**config.mk**
```make
export PLATFORM = sky130hd
export DESIGN_NAME = rgb2bayer_mosaic
export DESIGN_NICKNAME = d
export VERILOG_FILES = /design/src/rtl/rgb2bayer_mosaic.sv
export SDC_FILE = /design/constraint.sdc
export NUM_CORES = 1
export LEC_CHECK = 0
export ABC_CLOCK_PERIOD_IN_PS = 2700
export CELL_PAD_IN_SITES_DETAIL_PLACEMENT = 0
export CELL_PAD_IN_SITES_GLOBAL_PLACEMENT = 2
export CORE_ASPECT_RATIO = 1.25
export CORE_MARGIN = 3
export CORE_UTILIZATION = 30
export CTS_CLUSTER_SIZE = 8
export DETAILED_ROUTE_END_ITERATION = 8
export PLACE_DENSITY_LB_ADDON = 0.3
export SYNTH_ARGS = -nofsm -noshare
export SYNTH_HDL_FRONTEND = slang
export SYNTH_SLANG_ARGS = --single-unit
```
**constraint.sdc**
```tcl
create_clock -name I_Clk -period 2.7 [get_ports I_Clk]
set_input_delay 0.54 -clock I_Clk [delete_from_list [all_inputs] [get_ports I_Clk]]
set_output_delay 0.54 -clock I_Clk [all_outputs]
set_load 0.1 [all_outputs]
```
**src/rtl/rgb2bayer_mosaic.sv**
```systemverilog
// Streaming RGB-to-Bayer re-mosaicer: one raw CFA sample per valid pixel, chosen by
// row/column parity and the configured CFA phase, with line-length and frame-height checks.
module rgb2bayer_mosaic #(
  parameter int DATA_WIDTH    = 8,
  parameter int I_W           = 1922,
  parameter int I_H           = 1082,
  parameter int BAYER_PATTERN = 0
) (
  input  logic                  I_Clk,
  input  logic                  I_Rst,
  input  logic                  I_V_Sync,
  input  logic                  I_H_Sync,
  input  logic                  I_RGB_Vaild,
  input  logic [DATA_WIDTH-1:0] I_RGB_Data_r,
  input  logic [DATA_WIDTH-1:0] I_RGB_Data_g,
  input  logic [DATA_WIDTH-1:0] I_RGB_Data_b,
  output logic                  O_V_Sync,
  output logic                  O_H_Sync,
  output logic                  O_Raw_Vaild,
  output logic [DATA_WIDTH-1:0] O_Raw_Data,
  output logic                  O_Line_Err,
  output logic                  O_Frame_Err
);

  localparam int CW = $clog2(I_W + 1);
  localparam int RW = $clog2(I_H + 1);
  localparam logic [CW-1:0] COL_MAX = {CW{1'b1}};
  localparam logic [RW-1:0] ROW_MAX = {RW{1'b1}};
  localparam logic [CW-1:0] COL_LEN = CW'(I_W);
  localparam logic [RW-1:0] ROW_LEN = RW'(I_H);
  localparam logic [1:0]    PHASE   = 2'(BAYER_PATTERN);

  logic                  v_d;
  logic                  vaild_d;
  logic [CW-1:0]         col_cnt;
  logic [RW-1:0]         row_cnt;
  logic                  v_rise;
  logic                  line_end;
  logic [CW-1:0]         pix_col;
  logic [RW-1:0]         pix_row;
  logic [CW-1:0]         col_next;
  logic [RW-1:0]         row_next;
  logic [DATA_WIDTH-1:0] raw_next;
  logic                  line_err_next;
  logic                  frame_err_next;

  // (r,c) parity after phase adjustment: 00 -> R, 11 -> B, mixed -> G
  function automatic logic [DATA_WIDTH-1:0] select_sample(
    input logic                  r_par,
    input logic                  c_par,
    input logic [DATA_WIDTH-1:0] r,
    input logic [DATA_WIDTH-1:0] g,
    input logic [DATA_WIDTH-1:0] b
  );
    logic [DATA_WIDTH-1:0] s;
    case ({r_par, c_par})
      2'b00:   s = r;
      2'b01:   s = g;
      2'b10:   s = g;
      2'b11:   s = b;
      default: s = g;
    endcase
    return s;
  endfunction

  // Edge detection, pixel position, counter update and error detection
  always_comb begin
    v_rise   = I_V_Sync & ~v_d;
    line_end = vaild_d & ~I_RGB_Vaild;

    // A V_Sync rise forces the coincident pixel to position (0,0)
    if (v_rise) begin
      pix_row = {RW{1'b0}};
      pix_col = {CW{1'b0}};
    end else begin
      pix_row = row_cnt;
      pix_col = col_cnt;
    end

    if (I_RGB_Vaild) begin
      raw_next = select_sample(pix_row[0] ^ PHASE[1], pix_col[0] ^ PHASE[0],
                               I_RGB_Data_r, I_RGB_Data_g, I_RGB_Data_b);
    end else begin
      raw_next = {DATA_WIDTH{1'b0}};
    end

    if (v_rise) begin
      row_next = {RW{1'b0}};
      col_next = I_RGB_Vaild ? CW'(1) : {CW{1'b0}};
    end else if (line_end) begin
      col_next = {CW{1'b0}};
      row_next = (row_cnt == ROW_MAX) ? row_cnt : row_cnt + RW'(1);
    end else if (I_RGB_Vaild) begin
      col_next = (col_cnt == COL_MAX) ? col_cnt : col_cnt + CW'(1);
      row_next = row_cnt;
    end else begin
      col_next = col_cnt;
      row_next = row_cnt;
    end

    // Line check uses the old column count even when V_Sync wins the update
    line_err_next  = line_end & (col_cnt != COL_LEN);
    frame_err_next = v_rise & (row_cnt != {RW{1'b0}}) & (row_cnt != ROW_LEN);
  end

  // State and registered outputs
  always_ff @(posedge I_Clk or posedge I_Rst) begin
    if (I_Rst) begin
      v_d         <= 1'b0;
      vaild_d     <= 1'b0;
      col_cnt     <= {CW{1'b0}};
      row_cnt     <= {RW{1'b0}};
      O_V_Sync    <= 1'b0;
      O_H_Sync    <= 1'b0;
      O_Raw_Vaild <= 1'b0;
      O_Raw_Data  <= {DATA_WIDTH{1'b0}};
      O_Line_Err  <= 1'b0;
      O_Frame_Err <= 1'b0;
    end else begin
      v_d         <= I_V_Sync;
      vaild_d     <= I_RGB_Vaild;
      col_cnt     <= col_next;
      row_cnt     <= row_next;
      O_V_Sync    <= I_V_Sync;
      O_H_Sync    <= I_H_Sync;
      O_Raw_Vaild <= I_RGB_Vaild;
      O_Raw_Data  <= raw_next;
      O_Line_Err  <= line_err_next;
      O_Frame_Err <= frame_err_next;
    end
  end

endmodule

```
**After elaboration in Yosys (flattened, before gate mapping)**

Index checks and enable logic that the tools add are counted.

- Register bits: 35
- Output and inout bits: 13

- Mux-type cells: 12
- Eq/ne operators: 9
- Add/subtract/negate cells: 2
- Reductions and logical operators: 7
- Bitwise operators: 7

Operators by type and width:

| operator | number |
|---|---|
| 11-bit two-way mux | 7 |
| 8-bit case mux with 3 select lines | 1 |
| 11-bit by 1-bit adder with 11-bit output (second input constant) | 2 |
| 11-bit == test (second input constant) | 2 |
| 11-bit != test (second input constant) | 2 |
| 11-bit nonzero test | 1 |
| 8-bit two-way mux | 1 |
| 1-bit bitwise AND | 5 |
| 2-bit == test (second input constant) | 2 |
| 2-bit AND reduction | 2 |
| 1-bit two-way mux | 3 |
| 3-bit != test (second input constant) | 1 |
| 3-bit nonzero test | 1 |
| 2-bit by 1-bit == test with 1-bit output (second input constant) | 1 |
| 2-bit zero test | 1 |
| 2-bit != test (second input constant) | 1 |
| 1-bit inverter | 2 |
| 2-bit nonzero test | 1 |
| 2-bit OR reduction | 1 |

**Logic depth before layout (Yosys ltp)**

- Word-level depth: 7
- Depth in mapped cells: 9
- Gate-level depth less buffers: 7

**Worst setup path before layout**

OpenSTA, ideal clock, no wires.

- Kind: register to register
- From: reg v_d
- To: reg O_Raw_Data[7]
- Slack: 0.439 ns
- Clock period less this slack: 2.261 ns
- Data required time: 2.581 ns
- Data arrival time: 2.142 ns
- Stages on the path, launching flop included: 10
- Setup time: 0.119 ns
- Path buffers: 2
- Path through: dfrtp_1 nand2b_1 buf_2 nand2_1 inv_1 ha_1 clkbuf_1 a22oi_1 o21ai_0 and2_1

- Cells in the longest elaborated chain, start to end: 7

Ends and longest elaborated chain:

| item | RTL line | source |
|---|---|---|
| start: declaration | 33 | `logic v_d;` |
| start signal: assignment | 120 | `v_d <= I_V_Sync;` |
| 1-bit inverter (*) | 68 | `v_rise = I_V_Sync & ~v_d;` |
| 1-bit bitwise AND (*) | 68 |  |
| 1-bit two-way mux | 72 | `if (v_rise) begin` |
| 2-bit == test / 2-bit by 1-bit == test with 1-bit output (equally long branches) | 56 | `case ({r_par, c_par})` |
| 2-bit OR reduction (no line) | -- |  |
| 8-bit case mux with 3 select lines (*) | 56 |  |
| 8-bit two-way mux (*) | 80 | `if (I_RGB_Vaild) begin` |
| named net raw_next[7] | 43 | `logic [DATA_WIDTH-1:0] raw_next;` |
| end signal: assignment | 116 | `O_Raw_Data <= {DATA_WIDTH{1'b0}};` |
| end signal: assignment | 127 | `O_Raw_Data <= raw_next;` |
| end: declaration | 20 | `output logic [DATA_WIDTH-1:0] O_Raw_Data,` |

The timed path passes the listed nets; every way through them passes the cells marked *.
A chain may end at the register's enable or synchronous reset.

**Final worst setup path**

- From: in I_V_Sync
- To: reg O_Raw_Data[7]

- Cells in the longest elaborated chain, start to end: 6

Ends and longest elaborated chain:

| item | RTL line | source |
|---|---|---|
| start: declaration | 11 | `input logic I_V_Sync,` |
| 1-bit bitwise AND (*) | 68 |  |
| 1-bit two-way mux | 72 |  |
| 2-bit == test / 2-bit by 1-bit == test with 1-bit output (equally long branches) | 56 |  |
| 2-bit OR reduction (no line) | -- |  |
| 8-bit case mux with 3 select lines (*) | 56 |  |
| 8-bit two-way mux (*) | 80 |  |
| named net raw_next[7] | 43 |  |

Marked as above.

==> results.md <==
- TritonCTS built the clock tree.
- Port buffering added 41 buffers.
- After floorplanning, the core was divided into 31 placement rows.
- The routability-driven placement congestion ratio is 0.746.
- Summing over every cut layer, the via total after detailed routing is 1603.
- After synthesis the netlist holds a flip-flop and latch count of 35.
- In this run the critical register-to-register path is launched from col_cnt[1]$_DFFE_PP0P_.
- The count of pins over their slew limit is 0.
- The cell area after synthesis is 1860 sq um.
- The most critical setup path has its startpoint at I_V_Sync.
- The analysis attributes to cell leakage a power of 1.07 nW.
- The finished layout holds 329 standard cells, fillers aside.
- The wire length per cell is 13.3 um.
- The H-tree was split into 2 levels.
- The post-layout total power is 1.26 mW.
- The footprint of the flip-flops and latches is 876 sq um.
- Of the cells placed in the final design, the portion with a size suffix greater than 1 is 0.105.
- The worst hold path endpoint is row_cnt[8]$_DFFE_PP0P_.
- Setup repair after global routing left no endpoint under its margin.
- The core region is 5900 sq um.
- The violation count after the first detailed-routing iteration is 80.
- The number of filler instances in the final layout is 645.
- The number of antenna violations at the first check in global routing came to 0.
- The highest fanout seen on the critical path is 8.
- From bottom edge to top edge, the die measures 94.1 um.
- The number of global-route vias before repair came to 1574.
- The pin count of the biggest net entering global routing is 36.
- The post-route minimum period is 2.06 ns.
- The number of buffers inserted by hold repair at cts is 0.
- The first detailed-routing pass ran for 4 iterations.
- Clock latency on the worst-skew pair, taken at its later pin, is 0.28 ns.
- The run finished with clean final reports.
- The power per unit of standard cell area is 521 nW/um^2.
- The multi-input combinational cells in the finished layout cover a total of 917 sq um.
- The cell at the root of the clock tree is sky130_fd_sc_hd__clkbuf_8.
- The largest total area in the synthesized netlist belongs to sky130_fd_sc_hd__dfrtp_1.
- Counting distinct cell types in the post-synthesis netlist gives 37.
- The horizontal die dimension is 76.5 um.
- The worst register-to-register path ends at col_cnt[5]$_DFFE_PP0P_.
- For this run the aggregate overflow at the end of global routing stands at 0.
- Yosys attributes the largest share of cell area to sky130_fd_sc_hd__dfrtp_1, sky130_fd_sc_hd__o21ai_0, sky130_fd_sc_hd__nand2_1.
- The start point of the worst min-delay path is row_cnt[8]$_DFFE_PP0P_.
- The number of remaining DRC errors is 0.
- After clock tree synthesis, the clock-pin slew on the worst setup and hold paths is 0.07 ns.
- Along the worst hold path, the cell count comes to 1.
- In this run, post-CTS repair resized a total of 0 instances.
- The total global-route track usage is 0.129.
- The final sum of negative setup slack is 0 ns.
- The clock passes through at most 2 buffers.
- Setup slack on the critical path of the routed design comes to 0.643 ns.
- Once detail routing completed, the nets flagged for antenna violations numbered 0.
- The maximum operating frequency is 486 MHz.
- Of the post-synthesis cell area, the dominant cell type holds 0.470.
- Averaged over all synthesized cells, the footprint is 9.18 sq um.
- The required time at the worst-slack endpoint is 2.88 ns.
- The proportion of synthesized chip area in sequential cells is 0.470.
- The tightest min-delay check is of the register to register type.
- Setup violations remaining at the end of the flow were counted as 0.
- The first global-routing pass estimated 7460 um of wire.
- The detailed placer's ending HPWL is 3200 um.
- After detailed routing, the number of vias per cell comes to 4.87.
- For this design, the sink count on the clock tree is 35.
- The number of placed instances, taps included is 321.
- The cell count after synthesis came out at 203.
- The tool flagged a number of max-cap violations equal to 0.
- Leaving out fill and tap cells, the most frequent cell in the layout is sky130_fd_sc_hd__dfrtp_1.
- The number of inserted diodes is 0.
- For the worst flop-to-flop path, the logic depth is 5.
- The part of the cycle the worst path needs is 0.762.
- For this configuration, the core starts out at a cell density of 0.316.
- The die covers 7200 sq um.
- At the pin with the least slew margin, the transition time is 0.698 ns.
- Clock tree synthesis inserted a total of 5 buffers.
- The remaining max-slew budget at the tightest pin is 0.531.
- The setup slack on the worst flop-to-flop path is 0.90 ns.
- Leaving out fill and tap cells, the most frequent cells in the layout are sky130_fd_sc_hd__dfrtp_1, sky130_fd_sc_hd__clkdlybuf4s50_1, sky130_fd_sc_hd__nand2_1, sky130_fd_sc_hd__o21ai_0, sky130_fd_sc_hd__buf_4.
- At the placement stage, the worst setup path has a slack of 0.337 ns.
- The number of nets produced by synthesis is 239.
- After clock tree synthesis, the setup repair step added 0 buffers.
- Data arrives at the worst endpoint at 2.24 ns.
- The critical path class is input pin to register.
- STA classifies the critical path endpoint as a register.
- VDD sags by at most 0.202 mV.
- The number of top-level pins is 42.
- The final layout contains 282 nets.
- The count of endpoints failing hold in the final timing report came to 0.
- The total wire length after detailed routing is 4370 um.
- The clock skew is 0.00986 ns.
- The area added between synthesis and finish is 29.9%.
- Yosys printed 0 warnings.
- STA classifies the critical path startpoint as an input pin.
worst max path at each step:
stage / cells after the start / slack, ns / endpoint
floorplan: 9 / 0.44 / O_Raw_Data[7]$_DFF_PP0_
global placement: 7 / 0.33 / O_Raw_Data[0]$_DFF_PP0_
detailed placement: 7 / 0.34 / O_Raw_Data[7]$_DFF_PP0_
CTS: 7 / 0.64 / O_Raw_Data[7]$_DFF_PP0_
global route: 7 / 0.49 / O_Raw_Data[0]$_DFF_PP0_
finish: 7 / 0.64 / O_Raw_Data[7]$_DFF_PP0_
metal layers:
metal / part of all wire / global-route usage
met5: 0 / 0
met4: 0.014 / 0.0453
met3: 0.064 / 0.0403
met2: 0.45 / 0.210
met1: 0.47 / 0.162
through the flow:
step / util / hold WS [ns] / instance area (sq um)
after CTS: 0.411 / 0.530 / 2420
final: 0.411 / 0.536 / 2420
after global placement: 0.397 / 0.518 / 2340
after floorplan: - / 0.477 / 1860
after global routing: 0.411 / 0.555 / 2420
after detailed placement: 0.397 / 0.515 / 2340
power by group:
part | switching (mW) | leakage, nW | internal (mW)
logic | 0.216 | 0.561 | 0.106
clock network | 0.189 | 0.0422 | 0.181
registers | 0.0185 | 0.470 | 0.550
total | 0.424 | 1.07 | 0.837
area by class of cell:
| type | instances | area share |
|---|---|---|
| flip-flops and latches | 35 | 0.362 |
| clock inverters | 1 | 0.00207 |
| multi-input cells | 151 | 0.379 |
| inverters | 6 | 0.00930 |
| repair buffers | 47 | 0.175 |
| well taps | 82 | 0.0424 |
| clock buffers | 7 | 0.0315 |
cell usage after synthesis:
cell	number
sky130_fd_sc_hd__dfrtp_1	35
sky130_fd_sc_hd__nand2_1	24
sky130_fd_sc_hd__o21ai_0	19
sky130_fd_sc_hd__nor2_1	13
sky130_fd_sc_hd__a21oi_1	9
sky130_fd_sc_hd__a22oi_1	8
sky130_fd_sc_hd__and2_1	8
sky130_fd_sc_hd__ha_1	7
sky130_fd_sc_hd__nand3_1	7
sky130_fd_sc_hd__nor3_1	7
sky130_fd_sc_hd__inv_1	6
sky130_fd_sc_hd__nand4_1	6
sky130_fd_sc_hd__a31oi_1	5
sky130_fd_sc_hd__clkbuf_1	5
sky130_fd_sc_hd__and3_1	4
sky130_fd_sc_hd__or3_1	4
sky130_fd_sc_hd__buf_2	3
sky130_fd_sc_hd__clkbuf_2	3
sky130_fd_sc_hd__mux2i_1	3
sky130_fd_sc_hd__nor4_1	3
sky130_fd_sc_hd__and4_1	2
sky130_fd_sc_hd__nand2b_1	2
sky130_fd_sc_hd__nor2b_1	2
sky130_fd_sc_hd__o211ai_1	2
sky130_fd_sc_hd__o21a_1	2
sky130_fd_sc_hd__o31ai_1	2
sky130_fd_sc_hd__xor2_1	2
sky130_fd_sc_hd__a211oi_1	1
sky130_fd_sc_hd__a311oi_1	1
sky130_fd_sc_hd__and4b_1	1
sky130_fd_sc_hd__nand4_4	1
sky130_fd_sc_hd__nand4b_1	1
sky130_fd_sc_hd__nor4bb_1	1
sky130_fd_sc_hd__o2bb2ai_1	1
sky130_fd_sc_hd__or2_1	1
sky130_fd_sc_hd__or4_1	1
sky130_fd_sc_hd__xnor2_1	1
logic make-up after synthesis:
family / count (synthesis) / synth area share
AND/OR/NAND/NOR: 88 / 0.253
multiplexers: 3 / 0.0161
XOR/XNOR: 3 / 0.0141
buffers and inverters: 17 / 0.0383
AO/OA/AOI/OAI: 50 / 0.162
adder cells (fa/ha/maj): 7 / 0.0470
flip-flops: 35 / 0.470
worst max-delay path: stages:
cell and delay (ns):
sky130_fd_sc_hd__clkdlybuf4s50_1 0.49, sky130_fd_sc_hd__nor2b_1 0.24, sky130_fd_sc_hd__nor2_1 0.09, sky130_fd_sc_hd__ha_1 0.41, sky130_fd_sc_hd__a22oi_1 0.20, sky130_fd_sc_hd__o21ai_0 0.09, sky130_fd_sc_hd__and2_1 0.17
sequential cells by signal, summed over array words and instances (netlist names):
register	count
col_cnt	11
row_cnt	11
O_Raw_Data	8
O_Frame_Err	1
O_H_Sync	1
O_Line_Err	1
v_d	1
vaild_d	1
Note: power is estimated with default switching activity, not from simulation.
